**src/rtl/ik_pkg.sv**
```systemverilog
// Shared definitions for the damped-least-squares IK iteration sequencer.
//   - Q-format constants for the default 16-bit fraction (PI, 2PI).
//   - Default geometry (joint count, word width, error-vector length).
//   - Fixed-point scalar / vector types at the default geometry.
//   - Sequencer FSM state encoding.
package ik_pkg;

    localparam int JOINTS_DEF   = 6;
    localparam int W_DEF        = 21;
    localparam int ERR_N_DEF    = 6;
    localparam int MAX_ITER_DEF = 255;

    // 1.0 = 2**FRAC
    localparam int FRAC      = 16;
    localparam int PI_FX     = 205887;
    localparam int TWO_PI_FX = 411775;

    typedef logic signed [W_DEF-1:0] fx_t;
    typedef fx_t [JOINTS_DEF-1:0]    fx_vec_t;
    typedef fx_t [ERR_N_DEF-1:0]     err_vec_t;

    typedef enum logic [2:0] {
        S_IDLE,
        S_LOAD,
        S_RUN,
        S_CHECK,
        S_UPDATE,
        S_DONE
    } state_t;

endpackage

```
**src/rtl/ik_joint_update.sv**
```systemverilog
// Combinational single-joint state update.
//   theta_cur  : committed joint value
//   delta      : raw delta from the iteration core
//   step_shift : arithmetic right shift applied to delta (step damping)
//   rotational : 1 = angle (wrapped into [-PI, PI]), 0 = linear
//   lim_lo/hi  : signed joint limits, lim_lo <= lim_hi
//   theta_nxt  : shifted, summed, wrapped and clamped result
module ik_joint_update #(
    parameter int W           = 21,
    parameter int PI_FX_P     = 205887,
    parameter int TWO_PI_FX_P = 411775
) (
    input  logic signed [W-1:0] theta_cur,
    input  logic signed [W-1:0] delta,
    input  logic        [2:0]   step_shift,
    input  logic                rotational,
    input  logic signed [W-1:0] lim_lo,
    input  logic signed [W-1:0] lim_hi,
    output logic signed [W-1:0] theta_nxt
);

    // Two guard bits: one for the sum, one for the wrap correction.
    localparam int TW = W + 2;
    localparam logic signed [TW-1:0] PI_T     = TW'(PI_FX_P);
    localparam logic signed [TW-1:0] TWO_PI_T = TW'(TWO_PI_FX_P);

    logic signed [W-1:0]  step;
    logic signed [TW-1:0] t_sum;
    logic signed [TW-1:0] t_wrap;
    logic signed [TW-1:0] lo_t;
    logic signed [TW-1:0] hi_t;

    always_comb begin
        step  = delta >>> step_shift;
        t_sum = {{2{theta_cur[W-1]}}, theta_cur} + {{2{step[W-1]}}, step};

        // A single correction suffices: |step| and |theta| are both well under 2PI
        // relative to the guard range, so one wrap lands back inside [-PI, PI].
        t_wrap = t_sum;
        if (rotational) begin
            if (t_sum > PI_T) begin
                t_wrap = t_sum - TWO_PI_T;
            end else if (t_sum < -PI_T) begin
                t_wrap = t_sum + TWO_PI_T;
            end
        end

        lo_t = {{2{lim_lo[W-1]}}, lim_lo};
        hi_t = {{2{lim_hi[W-1]}}, lim_hi};
        if (t_wrap < lo_t) begin
            theta_nxt = lim_lo;
        end else if (t_wrap > hi_t) begin
            theta_nxt = lim_hi;
        end else begin
            theta_nxt = t_wrap[W-1:0];
        end
    end

endmodule

```
**src/rtl/ik_iter_ctrl.sv**
```systemverilog
// Multi-iteration sequencer for the DLS IK engine.
// Repeatedly enables the single-iteration core, accumulates its scaled joint
// deltas into theta (wrapped and clamped), and stops on convergence (L1 error
// norm <= tol), on reaching the iteration limit, or on abort.
// Ports:
//   clk, rst (async, active low)
//   start, abort                  : run control
//   max_iter, tol, step_shift     : run configuration (max_iter 0 acts as 1)
//   joint_type, dh_init           : joint kinds and initial joint values
//   lim_lo, lim_hi                : per-joint signed limits
//   core_en / core_done           : handshake to the iteration core
//   core_delta, core_err          : core results, valid with core_done
//   theta                         : committed joint state (feeds core dh_dyn_in)
//   busy, done, converged, aborted: run status
//   iter_count, err_norm          : completed iterations, last L1 error norm
module ik_iter_ctrl
    import ik_pkg::*;
#(
    parameter  int JOINTS   = 6,
    parameter  int W        = 21,
    parameter  int FRAC     = 16,
    parameter  int ERR_N    = 6,
    parameter  int MAX_ITER = 255,
    localparam int ITER_W   = $clog2(MAX_ITER + 1)
) (
    input  logic                  clk,
    input  logic                  rst,
    input  logic                  start,
    input  logic                  abort,
    input  logic [ITER_W-1:0]     max_iter,
    input  logic [W+2:0]          tol,
    input  logic [2:0]            step_shift,
    input  logic [JOINTS-1:0]     joint_type,
    input  logic [JOINTS*W-1:0]   dh_init,
    input  logic [JOINTS*W-1:0]   lim_lo,
    input  logic [JOINTS*W-1:0]   lim_hi,
    output logic                  core_en,
    input  logic                  core_done,
    input  logic [JOINTS*W-1:0]   core_delta,
    input  logic [ERR_N*W-1:0]    core_err,
    output logic [JOINTS*W-1:0]   theta,
    output logic                  busy,
    output logic                  done,
    output logic                  converged,
    output logic                  aborted,
    output logic [ITER_W-1:0]     iter_count,
    output logic [W+2:0]          err_norm
);

    // PI constants rescaled from the 16-bit-fraction reference values.
    localparam int PI_P     = (FRAC >= 16) ? (PI_FX <<< (FRAC - 16))
                                           : (PI_FX >>> (16 - FRAC));
    localparam int TWO_PI_P = (FRAC >= 16) ? (TWO_PI_FX <<< (FRAC - 16))
                                           : (TWO_PI_FX >>> (16 - FRAC));

    state_t state;
    state_t state_nxt;

    logic [JOINTS*W-1:0] delta_q;
    logic [ERR_N*W-1:0]  err_q;
    logic [JOINTS*W-1:0] theta_upd;
    logic [W+2:0]        norm_sum;
    logic signed [W:0]   e_ext;
    logic [W:0]          e_mag;
    logic [ITER_W-1:0]   iter_lim;

    logic do_init;
    logic do_latch;
    logic do_norm;
    logic do_conv;
    logic do_commit;
    logic do_finish;
    logic do_abort;

    assign iter_lim = (max_iter == '0) ? ITER_W'(1) : max_iter;

    // L1 norm; each magnitude taken one bit wider so the most negative word is exact.
    always_comb begin
        norm_sum = '0;
        e_ext    = '0;
        e_mag    = '0;
        for (int k = 0; k < ERR_N; k++) begin
            e_ext    = {err_q[k*W+W-1], err_q[k*W +: W]};
            e_mag    = e_ext[W] ? -e_ext : e_ext;
            norm_sum = norm_sum + {2'b00, e_mag};
        end
    end

    for (genvar j = 0; j < JOINTS; j++) begin : g_joint
        ik_joint_update #(
            .W           (W),
            .PI_FX_P     (PI_P),
            .TWO_PI_FX_P (TWO_PI_P)
        ) u_upd (
            .theta_cur  (theta[j*W +: W]),
            .delta      (delta_q[j*W +: W]),
            .step_shift (step_shift),
            .rotational (joint_type[j]),
            .lim_lo     (lim_lo[j*W +: W]),
            .lim_hi     (lim_hi[j*W +: W]),
            .theta_nxt  (theta_upd[j*W +: W])
        );
    end

    always_ff @(posedge clk or negedge rst) begin
        if (!rst) begin
            state <= S_IDLE;
        end else begin
            state <= state_nxt;
        end
    end

    // Abort is tested first in every active state so it pre-empts any other move.
    always_comb begin
        state_nxt = state;
        core_en   = 1'b0;
        do_init   = 1'b0;
        do_latch  = 1'b0;
        do_norm   = 1'b0;
        do_conv   = 1'b0;
        do_commit = 1'b0;
        do_finish = 1'b0;
        do_abort  = 1'b0;
        case (state)
            S_IDLE, S_DONE: begin
                if (start) begin
                    do_init   = 1'b1;
                    state_nxt = S_LOAD;
                end
            end
            S_LOAD: begin
                if (abort) begin
                    do_abort  = 1'b1;
                    state_nxt = S_DONE;
                end else begin
                    state_nxt = S_RUN;
                end
            end
            S_RUN: begin
                core_en = 1'b1;
                if (abort) begin
                    do_abort  = 1'b1;
                    state_nxt = S_DONE;
                end else if (core_done) begin
                    do_latch  = 1'b1;
                    state_nxt = S_CHECK;
                end
            end
            S_CHECK: begin
                if (abort) begin
                    do_abort  = 1'b1;
                    state_nxt = S_DONE;
                end else begin
                    do_norm = 1'b1;
                    if (norm_sum <= tol) begin
                        do_conv   = 1'b1;
                        state_nxt = S_DONE;
                    end else begin
                        state_nxt = S_UPDATE;
                    end
                end
            end
            S_UPDATE: begin
                if (abort) begin
                    do_abort  = 1'b1;
                    state_nxt = S_DONE;
                end else begin
                    do_commit = 1'b1;
                    if (iter_count >= iter_lim) begin
                        do_finish = 1'b1;
                        state_nxt = S_DONE;
                    end else begin
                        state_nxt = S_LOAD;
                    end
                end
            end
            default: state_nxt = S_IDLE;
        endcase
    end

    always_ff @(posedge clk) begin
        if (do_latch) begin
            delta_q <= core_delta;
            err_q   <= core_err;
        end
    end

    always_ff @(posedge clk or negedge rst) begin
        if (!rst) begin
            theta      <= '0;
            busy       <= 1'b0;
            done       <= 1'b0;
            converged  <= 1'b0;
            aborted    <= 1'b0;
            iter_count <= '0;
            err_norm   <= '0;
        end else begin
            if (do_init) begin
                theta      <= dh_init;
                iter_count <= '0;
                err_norm   <= '0;
                done       <= 1'b0;
                converged  <= 1'b0;
                aborted    <= 1'b0;
                busy       <= 1'b1;
            end
            if (do_latch && (iter_count != ITER_W'(MAX_ITER))) begin
                iter_count <= iter_count + 1'b1;
            end
            if (do_norm) begin
                err_norm <= norm_sum;
            end
            if (do_commit) begin
                theta <= theta_upd;
            end
            if (do_conv || do_finish || do_abort) begin
                done <= 1'b1;
                busy <= 1'b0;
            end
            if (do_conv) begin
                converged <= 1'b1;
            end
            if (do_abort) begin
                aborted   <= 1'b1;
                converged <= 1'b0;
            end
        end
    end

endmodule
```
**config.mk**
```make
export PLATFORM = sky130hd
export DESIGN_NAME = ik_iter_ctrl
export DESIGN_NICKNAME = d
export VERILOG_FILES = /design/src/rtl/ik_pkg.sv /design/src/rtl/ik_joint_update.sv /design/src/rtl/ik_iter_ctrl.sv
export SDC_FILE = /design/constraint.sdc
export NUM_CORES = 2
export LEC_CHECK = 0
export CAP_MARGIN = 10
export CORE_ASPECT_RATIO = 2
export CORE_MARGIN = 2
export CORE_UTILIZATION = 40
export CTS_CLUSTER_SIZE = 14
export DETAILED_ROUTE_END_ITERATION = 8
export SYNTH_ARGS = -nofsm -noshare
export SYNTH_HDL_FRONTEND = slang
export SYNTH_SLANG_ARGS = --single-unit
```
**constraint.sdc**
```tcl
create_clock -name clk -period 18.71 [get_ports clk]
set_clock_uncertainty 0.15 [all_clocks]
set_input_delay 3.742 -clock clk [delete_from_list [all_inputs] [get_ports clk]]
set_output_delay 3.742 -clock clk [all_outputs]
set_load 0.005 [all_outputs]
```
==> summary.md <==
| Metric | Value |
|---|---|
| Cell types with the highest counts after synthesis | sky130_fd_sc_hd__nand2_1 (616), sky130_fd_sc_hd__inv_1 (497), sky130_fd_sc_hd__ha_1 (475), sky130_fd_sc_hd__o21ai_0 (352), sky130_fd_sc_hd__a21oi_1 (313) |
| Pre-Repair DR Iteration Count | 8 |
| Number of DRC markers in iteration 0 | 3,447 |
| Buffers inserted by post-CTS timing repair | 0 |
| Transition time of the tightest slew-check pin | 1270 ps |
| Sinks on the clock net | 417 |
| Adder-cell share of the synthesized area | 16.1% |
| DIE WIDTH | 250 um |
| GR Util All Layers | 35.5% |
| DP Wirelength | 189,000 um |
| DRC Markers | 0 |
| Std cell rows | 180 |
| Static leakage | 25.3 nW |
| Number of global-route vias before repair | 50,000 |
| Portion of netlist area occupied by mux cells | 6.33% |
| Cell with the most instances on the worst path | sky130_fd_sc_hd__a21o_1 |
| Gpl congestion | 1.00 |
| Minimum setup slack among reg-to-reg paths | 8630 ps |
| CP Max Fanout | 83 |
| Total wire length after detailed routing | 227,000 um |
| Synthesis-stage register bit count | 417 |
| Post-synthesis compound-gate area fraction | 23.2% |
| Top metal layer carrying routed signals | met5 |
| Fin. max-slew vios | 0 |
| Post-synthesis simple-gate area fraction | 18.5% |
| Total length of routed met2 wires | 115,000 um |
| Area after detailed placement | 58,400 sq um |
| Mean number of vias per cell | 6.08 |
| Post-Syn Area per Cell | 8.38 sq um |
| Proportion of synthesized flip-flops having asynchronous set or reset | 39.6% |
| Required time reported for the critical path endpoint | 19,060 ps |
| Relative slew slack | 14.9% |
| Critical register-to-register path startpoint | delta_q[88] |
| Worst Setup End Kind | flip-flop |
| Worst min-delay path endpoint | busy |
| Multi-input gate area in the final layout | 34,100 sq um |
| Power per unit of standard cell area | 228 nW/um^2 |
| Synthesized area | 48,500 sq um |
| Leading area contributor after synthesis | sky130_fd_sc_hd__edfxtp_1 |
| Beginning of the worst hold path | busy |
| Distinct cells, synth | 113 |
| Count of cells along the worst hold path | 1 |
| Final hold violations | 0 |
| Count of mapped cells out of synthesis | 5,785 |
| Maximum clock rate | 71.9 MHz |
| Via count | 49,200 |
| RSZ-0062 raised after global routing | false |
| Setup Total Neg Slack | 0 ps |
| Count of antenna-violating nets left after detailed routing | 0 |
| Clock period minus worst slack | 13,910 ps |
| Synth Warn # | 0 |
| Detailed-routed wire length on met3 | 15,800 um |
| Worst r2r path cells | 29 |
| Worst Path Class, Setup | input pin to flip-flop |
| Layout Cell Area excl Fill | 60,000 sq um |
| Startpoint of the worst setup timing path | step_shift[1] |
| Signed area change from the synthesized netlist to the final layout | 23.7% |
| Cell types occupying the most area after synthesis | sky130_fd_sc_hd__edfxtp_1 (16%), sky130_fd_sc_hd__ha_1 (12%), sky130_fd_sc_hd__dfrtp_1 (8.5%) |
| Antenna violations before repair | 47 |
| TritonCTS clock tree | built |
| Register cell area after layout | 11,700 sq um |
| Fraction of synthesized cell area in xor and xnor cells | 5.92% |
| Overall power after layout | 13.7 mW |
| Detailed-route wire length on metal 1 | 78,700 um |
| Cell chosen for the clock root | sky130_fd_sc_hd__clkbuf_16 |
| Die footprint | 124,000 sq um |
| Worst EP arrival | 14,250 ps |
| Outcome | completed |
| Fraction of synthesized cell area taken by the top area cell type | 15.6% |
| Resize count post-CTS | 0 |
| Slowest Stage Delay on Critical Path | 950 ps |
| Fin crit share | 74.3% |
| Level count of the clock H-tree | 2 |
| Most frequent cell after synthesis | sky130_fd_sc_hd__nand2_1 |
| Largest net degree at the start of global routing | 86 |
| Worst IR drop on VDD | 121 uV |
| Fraction of layout cells with a size suffix above 1 | 6.21% |
| Sequential fraction of the synthesis area | 24.1% |
| Height of the chip | 496 um |
| Post-CTS Hold Buffers | 0 |
| Path class of the lowest-slack min-delay path | flip-flop to flip-flop |
| Most used flip-flop cell after synthesis | sky130_fd_sc_hd__edfxtp_1 |
| Startpoint type of the worst setup path | input pin |
| Max-capacitance violation count | 0 |
| Cell at the slowest stage of the critical path | sky130_fd_sc_hd__buf_4 |
| IO Pins | 839 |
| Combinational family with the most area after synthesis | compound AO/OA/AOI/OAI gates |
| Buffer levels on the longest clock path | 3 |
| Finish-stage setup viols | 0 |
| TritonCTS Buffers | 46 |
| # fillers | 11,700 |
| Starting density of the core | 40.3% |
| Number of enable flip-flop cells after synthesis | 252 |
| # nets final | 7,735 |
| Wire length of the first global-routing pass | 327,000 um |
| Final routed wire length divided by cell count | 28.0 um |
| Core outline area | 120,000 sq um |
| Clk Latency, worst-skew pair | 680 ps |
| Overflow left after global routing | 0 |
| Clock transition at the registers of the reported paths | 70 ps |
| R2r endpoint | theta[93] |
| IO Port Bufs | 838 |
## cell families (layout without fill, tap and decap cells)
family | Yosys count | count (layout)
AO/OA/AOI/OAI | 1627 | 1627
AND/OR/NAND/NOR | 1828 | 1828
other | 1 | 32
multiplexers | 278 | 278
flip-flops | 417 | 417
buffers and inverters | 739 | 1475
adder cells (fa/ha/maj) | 569 | 569
XOR/XNOR | 326 | 326
## cell usage in the layout (no fill, tap or decap), types with 186 or more instances in the layout
cell type | netlist | layout
sky130_fd_sc_hd__o21ai_0 | 352 | 351
sky130_fd_sc_hd__nand2_1 | 616 | 615
sky130_fd_sc_hd__clkdlybuf4s50_1 | 0 | 834
sky130_fd_sc_hd__ha_1 | 475 | 475
sky130_fd_sc_hd__inv_1 | 497 | 495
sky130_fd_sc_hd__nand3_1 | 186 | 186
sky130_fd_sc_hd__edfxtp_1 | 252 | 252
sky130_fd_sc_hd__nor2_1 | 303 | 301
sky130_fd_sc_hd__a21oi_1 | 313 | 311
sky130_fd_sc_hd__xnor2_1 | 238 | 238
## through the flow
step | cells | utilization (%) | hold WS (ps) | setup slack [ps]
floorplan | 5790 | - | 320 | 6990
global placement | 7989 | 48.5 | 322 | 4590
detailed placement | 7989 | 48.5 | 322 | 4550
CTS | 8073 | 49.8 | 353 | 5220
global route | 8080 | 49.9 | 370 | 4300
finish | 8099 | 49.9 | 352 | 4800
## critical path, delay by kind of cell
kind / cells / cell delay, ps
AO/OA/AOI/OAI: 17 / 5520
AND/OR/NAND/NOR: 7 / 1450
buffers and inverters: 3 / 1380
multiplexers: 2 / 920
adder cells (fa/ha/maj): 3 / 780
XOR/XNOR: 1 / 300
## worst max-delay path by stage
stage                 endpoint
floorplan            theta[10]
global placement    theta[120]
detailed placement    theta[8]
CTS                  theta[12]
global route          theta[8]
finish               theta[12]
## state kept, by name (all words and copies together) (netlist names), 3 cells and up
| register | flops |
|---|---|
| state | 3 |
| iter_count | 8 |
| err_norm | 24 |
| err_q | 126 |
| delta_q | 126 |
| theta | 126 |
## where the power goes
| group | switching [mW] | internal, mW |
|---|---|---|
| Sequential | 0.376 | 1.18 |
| Combinational | 6.86 | 4.24 |
| Clock | 0.468 | 0.545 |
| Total | 7.70 | 5.96 |
## cell type report
cell class	instances	share of cell area, %
well taps	1547	3.23
diodes	26	0.108
clock inverters	28	0.559
inverters	498	3.14
flip-flops and latches	417	19.5
clock buffers	56	2.05
multi-input cells	4634	56.8
repair buffers	893	14.7
## per-layer routing
| layer | up-vias | track usage (%) |
|---|---|---|
| li1 | 22800 | - |
| met2 | 2116 | 65.3 |
| met5 | - | 0 |
| met1 | 23700 | 36.0 |
| met4 | 42 | 24.0 |
| met3 | 581 | 7.20 |
(Power assumes the default switching activity.)
